**src/rtl/fft8_bf_sched_if.sv**
```systemverilog
// Bus between the FFT butterfly sequencer and the datapath it steers.
// The master side is the sequencer. The slave side is the memory, butterfly
// and control logic that consume its strobes.
`timescale 1ns/1ps
interface fft8_bf_sched_if #(
    parameter int DATA_W = 16
);
    logic              start;
    logic              busy;
    logic              done;
    logic              bf_start;
    logic [2:0]        rd_addr_a;
    logic [2:0]        rd_addr_b;
    logic [DATA_W-1:0] w_r;
    logic [DATA_W-1:0] w_i;
    logic              wr_en;
    logic [2:0]        wr_addr_a;
    logic [2:0]        wr_addr_b;
    logic [1:0]        stage;

    modport master (
        input  start,
        output busy, done, bf_start, rd_addr_a, rd_addr_b, w_r, w_i,
               wr_en, wr_addr_a, wr_addr_b, stage
    );

    modport slave (
        output start,
        input  busy, done, bf_start, rd_addr_a, rd_addr_b, w_r, w_i,
               wr_en, wr_addr_a, wr_addr_b, stage
    );
endinterface

```
**src/rtl/fft8_bf_sched.sv**
```systemverilog
// Sequencer for the single shared radix-2 butterfly of an 8-point DIT FFT.
// It runs 3 stages of 4 butterflies each. For every operation it issues the
// read addresses and the twiddle. It then replays the addresses as write-back
// addresses BF_LAT cycles later, so the results land in place.
// All outputs are registered. They are computed from the next state, so the
// cycle after start is sampled is already the first busy/bf_start cycle.
`timescale 1ns/1ps
module fft8_bf_sched #(
    parameter int DATA_W = 16,
    parameter int BF_LAT = 1
) (
    input  logic             clk,
    input  logic             rst_n,
    fft8_bf_sched_if.master  bus
);
    typedef enum logic [1:0] {S_IDLE, S_ISSUE, S_WAIT, S_FIN} state_t;

    state_t     state_q, state_d;
    logic [1:0] stage_q, stage_d;
    logic [1:0] k_q, k_d;
    logic [2:0] lat_q, lat_d;

    logic              busy_q, busy_d;
    logic              done_q, done_d;
    logic              bf_start_q, bf_start_d;
    logic [1:0]        stage_out_q, stage_out_d;
    logic [2:0]        rd_a_q, rd_a_d;
    logic [2:0]        rd_b_q, rd_b_d;
    logic [DATA_W-1:0] w_r_q, w_r_d;
    logic [DATA_W-1:0] w_i_q, w_i_d;

    // Write-back delay line: slot BF_LAT-1 drives the write-back outputs.
    logic       pipe_v_q [BF_LAT];
    logic [2:0] pipe_a_q [BF_LAT];
    logic [2:0] pipe_b_q [BF_LAT];
    logic       src_v    [BF_LAT];
    logic [2:0] src_a    [BF_LAT];
    logic [2:0] src_b    [BF_LAT];

    // State register: sequencing state, stage, op index and latency counter
    always_ff @(posedge clk or negedge rst_n) begin
        if (!rst_n) begin
            state_q <= S_IDLE;
            stage_q <= 2'd0;
            k_q     <= 2'd0;
            lat_q   <= 3'd0;
        end else begin
            state_q <= state_d;
            stage_q <= stage_d;
            k_q     <= k_d;
            lat_q   <= lat_d;
        end
    end

    // Next-state logic: 4 issue cycles, BF_LAT drain cycles, repeat per stage
    always_comb begin
        state_d = state_q;
        stage_d = stage_q;
        k_d     = k_q;
        lat_d   = lat_q;
        case (state_q)
            S_IDLE: begin
                if (bus.start) begin
                    state_d = S_ISSUE;
                    stage_d = 2'd0;
                    k_d     = 2'd0;
                end
            end
            S_ISSUE: begin
                if (k_q == 2'd3) begin
                    state_d = S_WAIT;
                    lat_d   = 3'd0;
                end else begin
                    k_d = k_q + 2'd1;
                end
            end
            S_WAIT: begin
                if (lat_q == 3'(BF_LAT - 1)) begin
                    if (stage_q == 2'd2) begin
                        state_d = S_FIN;
                    end else begin
                        state_d = S_ISSUE;
                        stage_d = stage_q + 2'd1;
                        k_d     = 2'd0;
                    end
                end else begin
                    lat_d = lat_q + 3'd1;
                end
            end
            default: begin
                // The done cycle is the run boundary. A start held high here
                // chains straight into the next run with no idle gap.
                if (bus.start) begin
                    state_d = S_ISSUE;
                    stage_d = 2'd0;
                    k_d     = 2'd0;
                end else begin
                    state_d = S_IDLE;
                end
            end
        endcase
    end

    // Output logic: status, DIT addresses and twiddle ROM for the coming cycle
    always_comb begin
        logic [2:0] span;
        logic [2:0] group;
        logic [2:0] pos;
        logic [1:0] tw;
        busy_d      = (state_d == S_ISSUE) || (state_d == S_WAIT);
        done_d      = (state_d == S_FIN);
        bf_start_d  = (state_d == S_ISSUE);
        stage_out_d = busy_d ? stage_d : 2'd0;
        rd_a_d      = rd_a_q;
        rd_b_d      = rd_b_q;
        w_r_d       = w_r_q;
        w_i_d       = w_i_q;
        span        = 3'd1 << stage_d;
        group       = {1'b0, k_d} >> stage_d;
        pos         = {1'b0, k_d} & (span - 3'd1);
        tw          = 2'(pos << (2'd2 - stage_d));
        if (bf_start_d) begin
            rd_a_d = 3'(group << (stage_d + 2'd1)) + pos;
            rd_b_d = 3'(group << (stage_d + 2'd1)) + pos + span;
            case (tw)
                2'd0:    begin w_r_d = DATA_W'(16'sh0100); w_i_d = DATA_W'(16'sh0000); end
                2'd1:    begin w_r_d = DATA_W'(16'sh00B5); w_i_d = DATA_W'(16'shFF4B); end
                2'd2:    begin w_r_d = DATA_W'(16'sh0000); w_i_d = DATA_W'(16'shFF00); end
                default: begin w_r_d = DATA_W'(16'shFF4B); w_i_d = DATA_W'(16'shFF4B); end
            endcase
        end
    end

    // Output register
    always_ff @(posedge clk or negedge rst_n) begin
        if (!rst_n) begin
            busy_q      <= 1'b0;
            done_q      <= 1'b0;
            bf_start_q  <= 1'b0;
            stage_out_q <= 2'd0;
            rd_a_q      <= 3'd0;
            rd_b_q      <= 3'd0;
            w_r_q       <= '0;
            w_i_q       <= '0;
        end else begin
            busy_q      <= busy_d;
            done_q      <= done_d;
            bf_start_q  <= bf_start_d;
            stage_out_q <= stage_out_d;
            rd_a_q      <= rd_a_d;
            rd_b_q      <= rd_b_d;
            w_r_q       <= w_r_d;
            w_i_q       <= w_i_d;
        end
    end

    // Each delay slot is fed by the issued op (slot 0) or by the previous slot
    generate
        for (genvar gi = 0; gi < BF_LAT; gi++) begin : g_src
            if (gi == 0) begin : g_head
                assign src_v[gi] = bf_start_q;
                assign src_a[gi] = rd_a_q;
                assign src_b[gi] = rd_b_q;
            end else begin : g_tail
                assign src_v[gi] = pipe_v_q[gi-1];
                assign src_a[gi] = pipe_a_q[gi-1];
                assign src_b[gi] = pipe_b_q[gi-1];
            end
        end
    endgenerate

    // Delay line shift: addresses move only with a valid op, so they hold otherwise
    always_ff @(posedge clk or negedge rst_n) begin
        if (!rst_n) begin
            for (int i = 0; i < BF_LAT; i++) begin
                pipe_v_q[i] <= 1'b0;
                pipe_a_q[i] <= 3'd0;
                pipe_b_q[i] <= 3'd0;
            end
        end else begin
            for (int i = 0; i < BF_LAT; i++) begin
                pipe_v_q[i] <= src_v[i];
                if (src_v[i]) begin
                    pipe_a_q[i] <= src_a[i];
                    pipe_b_q[i] <= src_b[i];
                end
            end
        end
    end

    assign bus.busy      = busy_q;
    assign bus.done      = done_q;
    assign bus.bf_start  = bf_start_q;
    assign bus.stage     = stage_out_q;
    assign bus.rd_addr_a = rd_a_q;
    assign bus.rd_addr_b = rd_b_q;
    assign bus.w_r       = w_r_q;
    assign bus.w_i       = w_i_q;
    assign bus.wr_en     = pipe_v_q[BF_LAT-1];
    assign bus.wr_addr_a = pipe_a_q[BF_LAT-1];
    assign bus.wr_addr_b = pipe_b_q[BF_LAT-1];
endmodule
```
**src/flat_wrapper.sv**
```systemverilog
// flat-port wrapper written by rule: the top's interface ports become plain ports
module fft8_bf_sched_flat 
#(
    parameter int DATA_W = 16,
    parameter int BF_LAT = 1
)
  (clk, rst_n, bus_start, bus_busy, bus_done, bus_bf_start, bus_rd_addr_a, bus_rd_addr_b, bus_w_r, bus_w_i, bus_wr_en, bus_wr_addr_a, bus_wr_addr_b, bus_stage);
  fft8_bf_sched_if #(.DATA_W(DATA_W)) bus_i ();
  input  logic clk;
  input  logic rst_n;
  input wire logic [$bits(bus_i.start)-1:0] bus_start;
  output wire logic [$bits(bus_i.busy)-1:0] bus_busy;
  output wire logic [$bits(bus_i.done)-1:0] bus_done;
  output wire logic [$bits(bus_i.bf_start)-1:0] bus_bf_start;
  output wire logic [$bits(bus_i.rd_addr_a)-1:0] bus_rd_addr_a;
  output wire logic [$bits(bus_i.rd_addr_b)-1:0] bus_rd_addr_b;
  output wire logic [$bits(bus_i.w_r)-1:0] bus_w_r;
  output wire logic [$bits(bus_i.w_i)-1:0] bus_w_i;
  output wire logic [$bits(bus_i.wr_en)-1:0] bus_wr_en;
  output wire logic [$bits(bus_i.wr_addr_a)-1:0] bus_wr_addr_a;
  output wire logic [$bits(bus_i.wr_addr_b)-1:0] bus_wr_addr_b;
  output wire logic [$bits(bus_i.stage)-1:0] bus_stage;
  assign bus_i.start = bus_start;
  assign bus_busy = bus_i.busy;
  assign bus_done = bus_i.done;
  assign bus_bf_start = bus_i.bf_start;
  assign bus_rd_addr_a = bus_i.rd_addr_a;
  assign bus_rd_addr_b = bus_i.rd_addr_b;
  assign bus_w_r = bus_i.w_r;
  assign bus_w_i = bus_i.w_i;
  assign bus_wr_en = bus_i.wr_en;
  assign bus_wr_addr_a = bus_i.wr_addr_a;
  assign bus_wr_addr_b = bus_i.wr_addr_b;
  assign bus_stage = bus_i.stage;
  fft8_bf_sched #(.DATA_W(DATA_W), .BF_LAT(BF_LAT)) u_core (.clk(clk), .rst_n(rst_n), .bus(bus_i));
endmodule
```
**config.mk**
```make
export PLATFORM = sky130hd
export DESIGN_NAME = fft8_bf_sched_flat
export DESIGN_NICKNAME = d
export VERILOG_FILES = /design/src/rtl/fft8_bf_sched_if.sv /design/src/rtl/fft8_bf_sched.sv /design/src/flat_wrapper.sv
export SDC_FILE = /design/constraint.sdc
export NUM_CORES = 1
export LEC_CHECK = 0
export ABC_CLOCK_PERIOD_IN_PS = 6680
export CAP_MARGIN = 20
export CORE_MARGIN = 2
export CORE_UTILIZATION = 45
export CTS_CLUSTER_DIAMETER = 200
export DETAILED_ROUTE_END_ITERATION = 8
export GPL_ROUTABILITY_DRIVEN = 0
export GPL_TIMING_DRIVEN = 0
export PLACE_DENSITY = 0.75
export SETUP_SLACK_MARGIN = 0.05
export SYNTH_ARGS = -nofsm -noshare
export SYNTH_HDL_FRONTEND = slang
export SYNTH_SLANG_ARGS = --single-unit
```
**constraint.sdc**
```tcl
create_clock -name clk -period 6.68 [get_ports clk]
set_clock_uncertainty 0.1 [all_clocks]
set_input_delay 1.67 -clock clk [delete_from_list [all_inputs] [get_ports clk]]
set_output_delay 1.67 -clock clk [all_outputs]
set_load 0.005 [all_outputs]
```
---- Word level (Yosys, flattened, before mapping) ----
Index checks and enable logic that the tools add are counted.
storage, ports and cells
  bits in registers ....................... 59
  bits in latches ......................... 0
  RAM bits ................................ 0
  ROM bits ................................ 0
  input bits .............................. 3
  output and inout bits ................... 50
  logic and storage cells ................. 66
  memories kept ........................... 0
operators by class
  add/sub/neg operators ................... 8
  multiply operators ...................... 0
  divide/modulo/power cells ............... 0
  $lt $le $gt $ge ......................... 0
  eq/ne operators ......................... 11
  shift operators ......................... 4
  muxes and demuxes ....................... 21
  bitwise logic cells ..................... 1
  reduce and logical (&&, ||, !) cells .... 6
operators by type and width
  cell                                              count
  one-hot mux 16 bit (3 select lines)               1
  one-hot mux 16 bit (2 select lines)               1
  2-to-1 mux 2 bit                                  12
  == test 2 bit, second input constant              6
  one-hot mux 2 bit (2 select lines)                2
  adder 2 x 1 -> 2 bit, second input constant       3
  adder 3 bit                                       2
  == test 2 x 1 -> 1 bit, second input constant     3
  2-to-1 mux 3 bit                                  2
  one-hot mux 2 bit (3 select lines)                1
  one-hot mux 3 bit (2 select lines)                1
  logical NOT 2 bit                                 2
  adder 3 x 1 -> 3 bit, second input constant       1
  AND 2 x 3 -> 3 bit                                1
  logical NOT 3 bit                                 1
  AND reduction 3 bit                               1
  left shift 1 x 2 -> 3 bit, first input constant   1
  left shift 3 x 2 -> 2 bit                         1
  left shift 3 x 2 -> 3 bit                         1
  right shift 2 x 2 -> 3 bit                        1
  subtractor 3 x 1 -> 3 bit, second input constant  1
  != test 2 x 1 -> 1 bit, second input constant     1
  != test 2 bit, second input constant              1
  nonzero test 2 bit                                1
  3 further kinds                                   3

---- Depth between registers and ports, before layout ----
  word-level depth ........................ 10
  mapped depth ............................ 17
  depth with buffers taken out ............ 16

---- Worst setup path before layout ----
OpenSTA, ideal clock, no wires.
  kind .................................... in2reg
  start point ............................. input port bus_start
  end point ............................... register u_core.rd_b_q[2] (netlist: u_core.bus.rd_addr_b[2])
  setup time .............................. 125 ps
  arrival time ............................ 4645 ps
  data required time ...................... 6455 ps
  setup slack ............................. 1810 ps
  cell stages on the path ................. 11
  buffers on the path ..................... 0
  cells stage by stage .................... o221ai_4 a21oi_1 ha_1 or4_1 fa_1 inv_1 fa_1 xnor2_1 xnor2_1 xnor2_1 mux2_2
on the way
  cells in the longest elaborated chain, start to end .. 7
  elaborated cells between the ends (all ways) .. 16
  those cells by class .................... add/sub: 4; eq/ne: 1; shift: 3; mux: 7; bitwise: 1
ends and longest elaborated chain
  item                                line                                      RTL
  start, declared                     flat_wrapper.sv:11                        input wire logic [$bits(bus_i.start)-1:0] bus_start;
  2-to-1 mux 2 bit                    fft8_bf_sched.sv:63, fft8_bf_sched.sv:93
  one-hot mux 2 bit (2 select lines)  fft8_bf_sched.sv:61                       case (state_q)
  left shift 1 x 2 -> 3 bit           fft8_bf_sched.sv:118                      span = 3'd1 << stage_d;
  subtractor 3 x 1 -> 3 bit           fft8_bf_sched.sv:120                      pos = {1'b0, k_d} & (span - 3'd1);
  AND 2 x 3 -> 3 bit                  fft8_bf_sched.sv:120
  adder 3 bit (2 in a row)            fft8_bf_sched.sv:124                      rd_b_d = 3'(group << (stage_d + 2'd1)) + pos + span;
  end signal, assigned                fft8_bf_sched.sv:151                      rd_b_q <= rd_b_d;
  end, declared                       fft8_bf_sched.sv:28                       logic [2:0] rd_b_q, rd_b_d;
Parallel ways exist; a longest one is shown, timed or not.
A chain may end at the register's enable or synchronous reset.

---- Final worst setup path ----
Ends and elaborated chain as after synthesis.

==> results.cfg <==
[status]
status = finished, final reports clean

[power]
p_leak_nw = 1.27
p_sw_uw = 254
power_density_nw_per_um2 = 299
power_uw = 782
vdd_drop_max_mv = 0.225
p_clk_share_pct = 22.5
p_int_uw = 528
comb_power_share_pct = 43.6
p_seq_share_pct = 33.9
netSwitchingFraction_pct = 32.5

[layout]
nets = 259
fin_cells = 287
regArea_um2 = 801
diodes = 0
design_area_um2 = 2610
n_fill_cell = 356
drive_gt1_share_pct = 25.7
multiInputGateArea_um2 = 857
syn_to_final_growth_pct = 33.6
final_core_util_pct = 63.9

[clock_network]
cts_resized = 0
cts_buffer_depth = 2
clkTransAtPathRegs_ns = 0.06
cts.htree.levels = 2
numCtsBuffers = 5
cts_tree = done
hold_buffers = 0
cts_setup_buffers = 0
root_buffer = clkbuf_8
insertion_delay_ns = 0.28
cts.sinks = 32

[synth]
syn_area_um2 = 1950
synth_edf_count = 0
ys_warn_count = 0
seq_area_frac_synth_pct = 41.0
synth_cell_types = 38
ys_ff_latch = 32
synthArstFlopShare_pct = 100
avgSynthCellArea_um2 = 11.0
postSynthCellCount = 178
ys.flop_type = dfrtp_1

[worst_setup_path]
r2r_end = u_core.bus.rd_addr_b[2]
crit_required_ns = 6.74
cp_slowest_stage_delay_ns = 0.58
critPathMaxFanout = 8
reg2reg_depth = 14
r2r_start = u_core.state_q[1]
critPathCaptureType = register
crit_chain = clkdlybuf4s50_1 -> o221ai_4 -> a21oi_1 -> ha_1 -> or4_1 -> fa_1 -> inv_1 -> fa_1 -> xnor2_1 -> xnor2_1 -> xnor2_1 -> mux2_2
arrival_ns = 5.52
r2r_slack_ns = 2.15
cp_common_cell = xnor2_1
cp_num_buf_inv = 2
cp_top_family = adder cells
critical_path_class = in -> reg
startpoint_type = primary input
cp_slowest_cell = clkdlybuf4s50_1

[timing]
setup_viol = 0
holdWs_ns = 0.294
fin_ws_ns = 1.23
rsz0062_at_grt = false
relSlewSlack_pct = 52.5
tightest_slew_ns = 0.713
fmax_ghz = 0.183
fin_tns_setup_ns = 0
period_needed_ns = 5.45
fin_crit_sh_pct = 81.6
drv_slew = 0
hold_viol_final = 0

[worst_hold_path]
hold_path.class = reg -> reg
hold_end = u_core.bus.wr_en
worstHoldStart = u_core.bus.bf_start
holdPathStages = 0

[flow_run]
drv_cap = 0

[global_route]
grt_util_met2_pct = 23.0
antenna_found_initial = 0
grt_pass1_vias = 1224
grt_util_met1_pct = 19.0
grt_pass1_wl_um = 5730
use_met3_pct = 5.34
grt_usage_pct = 14.9
top_usage_layer = met2
grt-ovfl-total = 0
grt_max_degree = 33

[routing]
drt-wirelength-per-cell_um = 11.4
antenna_left = 0
viasPerCell = 4.63
drc = 0
via_count = 1328
dr.pass1.iters = 3
wl_um = 3260
drt_iter0_markers = 26

[placed_design]
hpwl_um = 2500
placed_area_um2 = 2500
port_buffers = 48
dp_cells = 279
post-place-ws_ns = 0.962

[floorplan]
rows = 23
die_w_um = 69.9
initial_core_util_pct = 47.8
ios = 53
fp.dieArea_um2 = 4890
dieHeight_um = 69.9
core_um2 = 4090
## synth_stat cells (all sizes together) (2+ instances only)
master	count	share of area, %
fa	2	2.0
buf	30	12
nor2b	2	0.77
nand2	9	1.7
a21oi	7	1.8
xnor2	5	2.2
nor2	8	1.5
dfrtp	32	41
mux2	15	8.6
a22o	3	1.4
o21ai	3	0.77
o22ai	2	0.64
inv	19	3.6
mux2i	2	1.0
and3	3	0.96
and2	2	0.77
ha	18	12
## worst max path at each step
stage	cells past startpoint	from	end	slack, ns
final	12	bus_start	u_core.bus.rd_addr_b[2]	1.23
after global routing	14	bus_start	u_core.bus.rd_addr_b[2]	1.04
after CTS	12	bus_start	u_core.bus.rd_addr_b[2]	1.25
after detailed placement	12	bus_start	u_core.bus.rd_addr_b[2]	0.96
after global placement	12	bus_start	u_core.bus.rd_addr_b[2]	0.94
after floorplan	11	bus_start	u_core.bus.rd_addr_b[2]	1.81
## kinds of logic after synthesis
| group | count (synthesis) | synth area share (%) |
|---|---|---|
| buffers and inverters | 50 | 15.7 |
| other | 1 | 0.192 |
| flip-flops | 32 | 41.0 |
| AO/OA/AOI/OAI | 24 | 9.86 |
| XOR/XNOR | 5 | 2.24 |
| AND/OR/NAND/NOR | 29 | 7.75 |
| adder cells (fa/ha/maj) | 20 | 13.6 |
| multiplexers | 17 | 9.67 |
## layer usage
metal,vias up,part of all wire (%)
met3,5,6.1
met1,606,44
met2,36,48
met4,0,1.7
met5,-,0
li1,681,-
## power by group through the flow
stage	clock network (mW)	logic, mW	registers [mW]
6_report	0.176	0.341	0.265
5_1_grt	0.191	0.383	0.275
4_1_cts	0.183	0.346	0.266
3_5_place_dp	0	0.342	0.270
3_3_place_gp	0	0.336	0.268
2_1_floorplan	0	0.224	0.269
## flip-flops by register name (all words and copies together), names as in the netlist, 3 cells and up
| signal | count |
|---|---|
| u_core.bus.rd_addr_a | 3 |
| u_core.bus.wr_addr_b | 3 |
| u_core.bus.w_r | 4 |
| u_core.bus.wr_addr_a | 3 |
| u_core.lat_q | 3 |
| u_core.bus.rd_addr_b | 3 |
## worst reg2reg max path: stages, from the launching register on
cell and delay (ns):
dfrtp_1 0.43, inv_1 0.09, ha_1 0.37, and2_4 0.19, and3_1 0.19, a21oi_1 0.43, ha_1 0.40, or4_1 0.57
fa_1 0.51, inv_1 0.06, fa_1 0.40, xnor2_1 0.18, xnor2_1 0.15, xnor2_1 0.08, mux2_2 0.27
## layout by cell type (no fill, tap or decap), drive strengths merged
| cell type | count |
|---|---|
| conb | 4 |
| nor4 | 1 |
| inv | 19 |
| a31oi | 1 |
| o22ai | 2 |
| ha | 18 |
| or4 | 1 |
| or3 | 1 |
| and3 | 3 |
| a22oi | 1 |
| a211o | 1 |
| dfrtp | 32 |
| and2 | 2 |
| nor2b | 2 |
| nand2 | 9 |
| nor2 | 8 |
| clkinv | 1 |
| clkdlybuf4s50 | 47 |
| fa | 2 |
| xnor2 | 5 |
| mux2 | 15 |
| a211oi | 1 |
| o311ai | 1 |
| clkbuf | 7 |
| mux2i | 2 |
| a32oi | 1 |
| o221ai | 1 |
| a21o | 1 |
| a22o | 3 |
| a21oi | 7 |
| o2bb2ai | 1 |
| buf | 31 |
| bufinv | 1 |
| o21ai | 3 |
| and4 | 1 |
| or3b | 1 |
## area by class of cell
| type | count | share of cell area (%) |
|---|---|---|
| plain buffers | 31 | 9.06 |
| multi-input cells | 99 | 32.8 |
| inverters | 19 | 2.73 |
| repair buffers | 48 | 18.2 |
| well taps | 50 | 2.40 |
| clock inverters | 2 | 1.34 |
| clock buffers | 6 | 2.78 |
| flip-flops and latches | 32 | 30.7 |
Power figures use the tool's default switching activity.
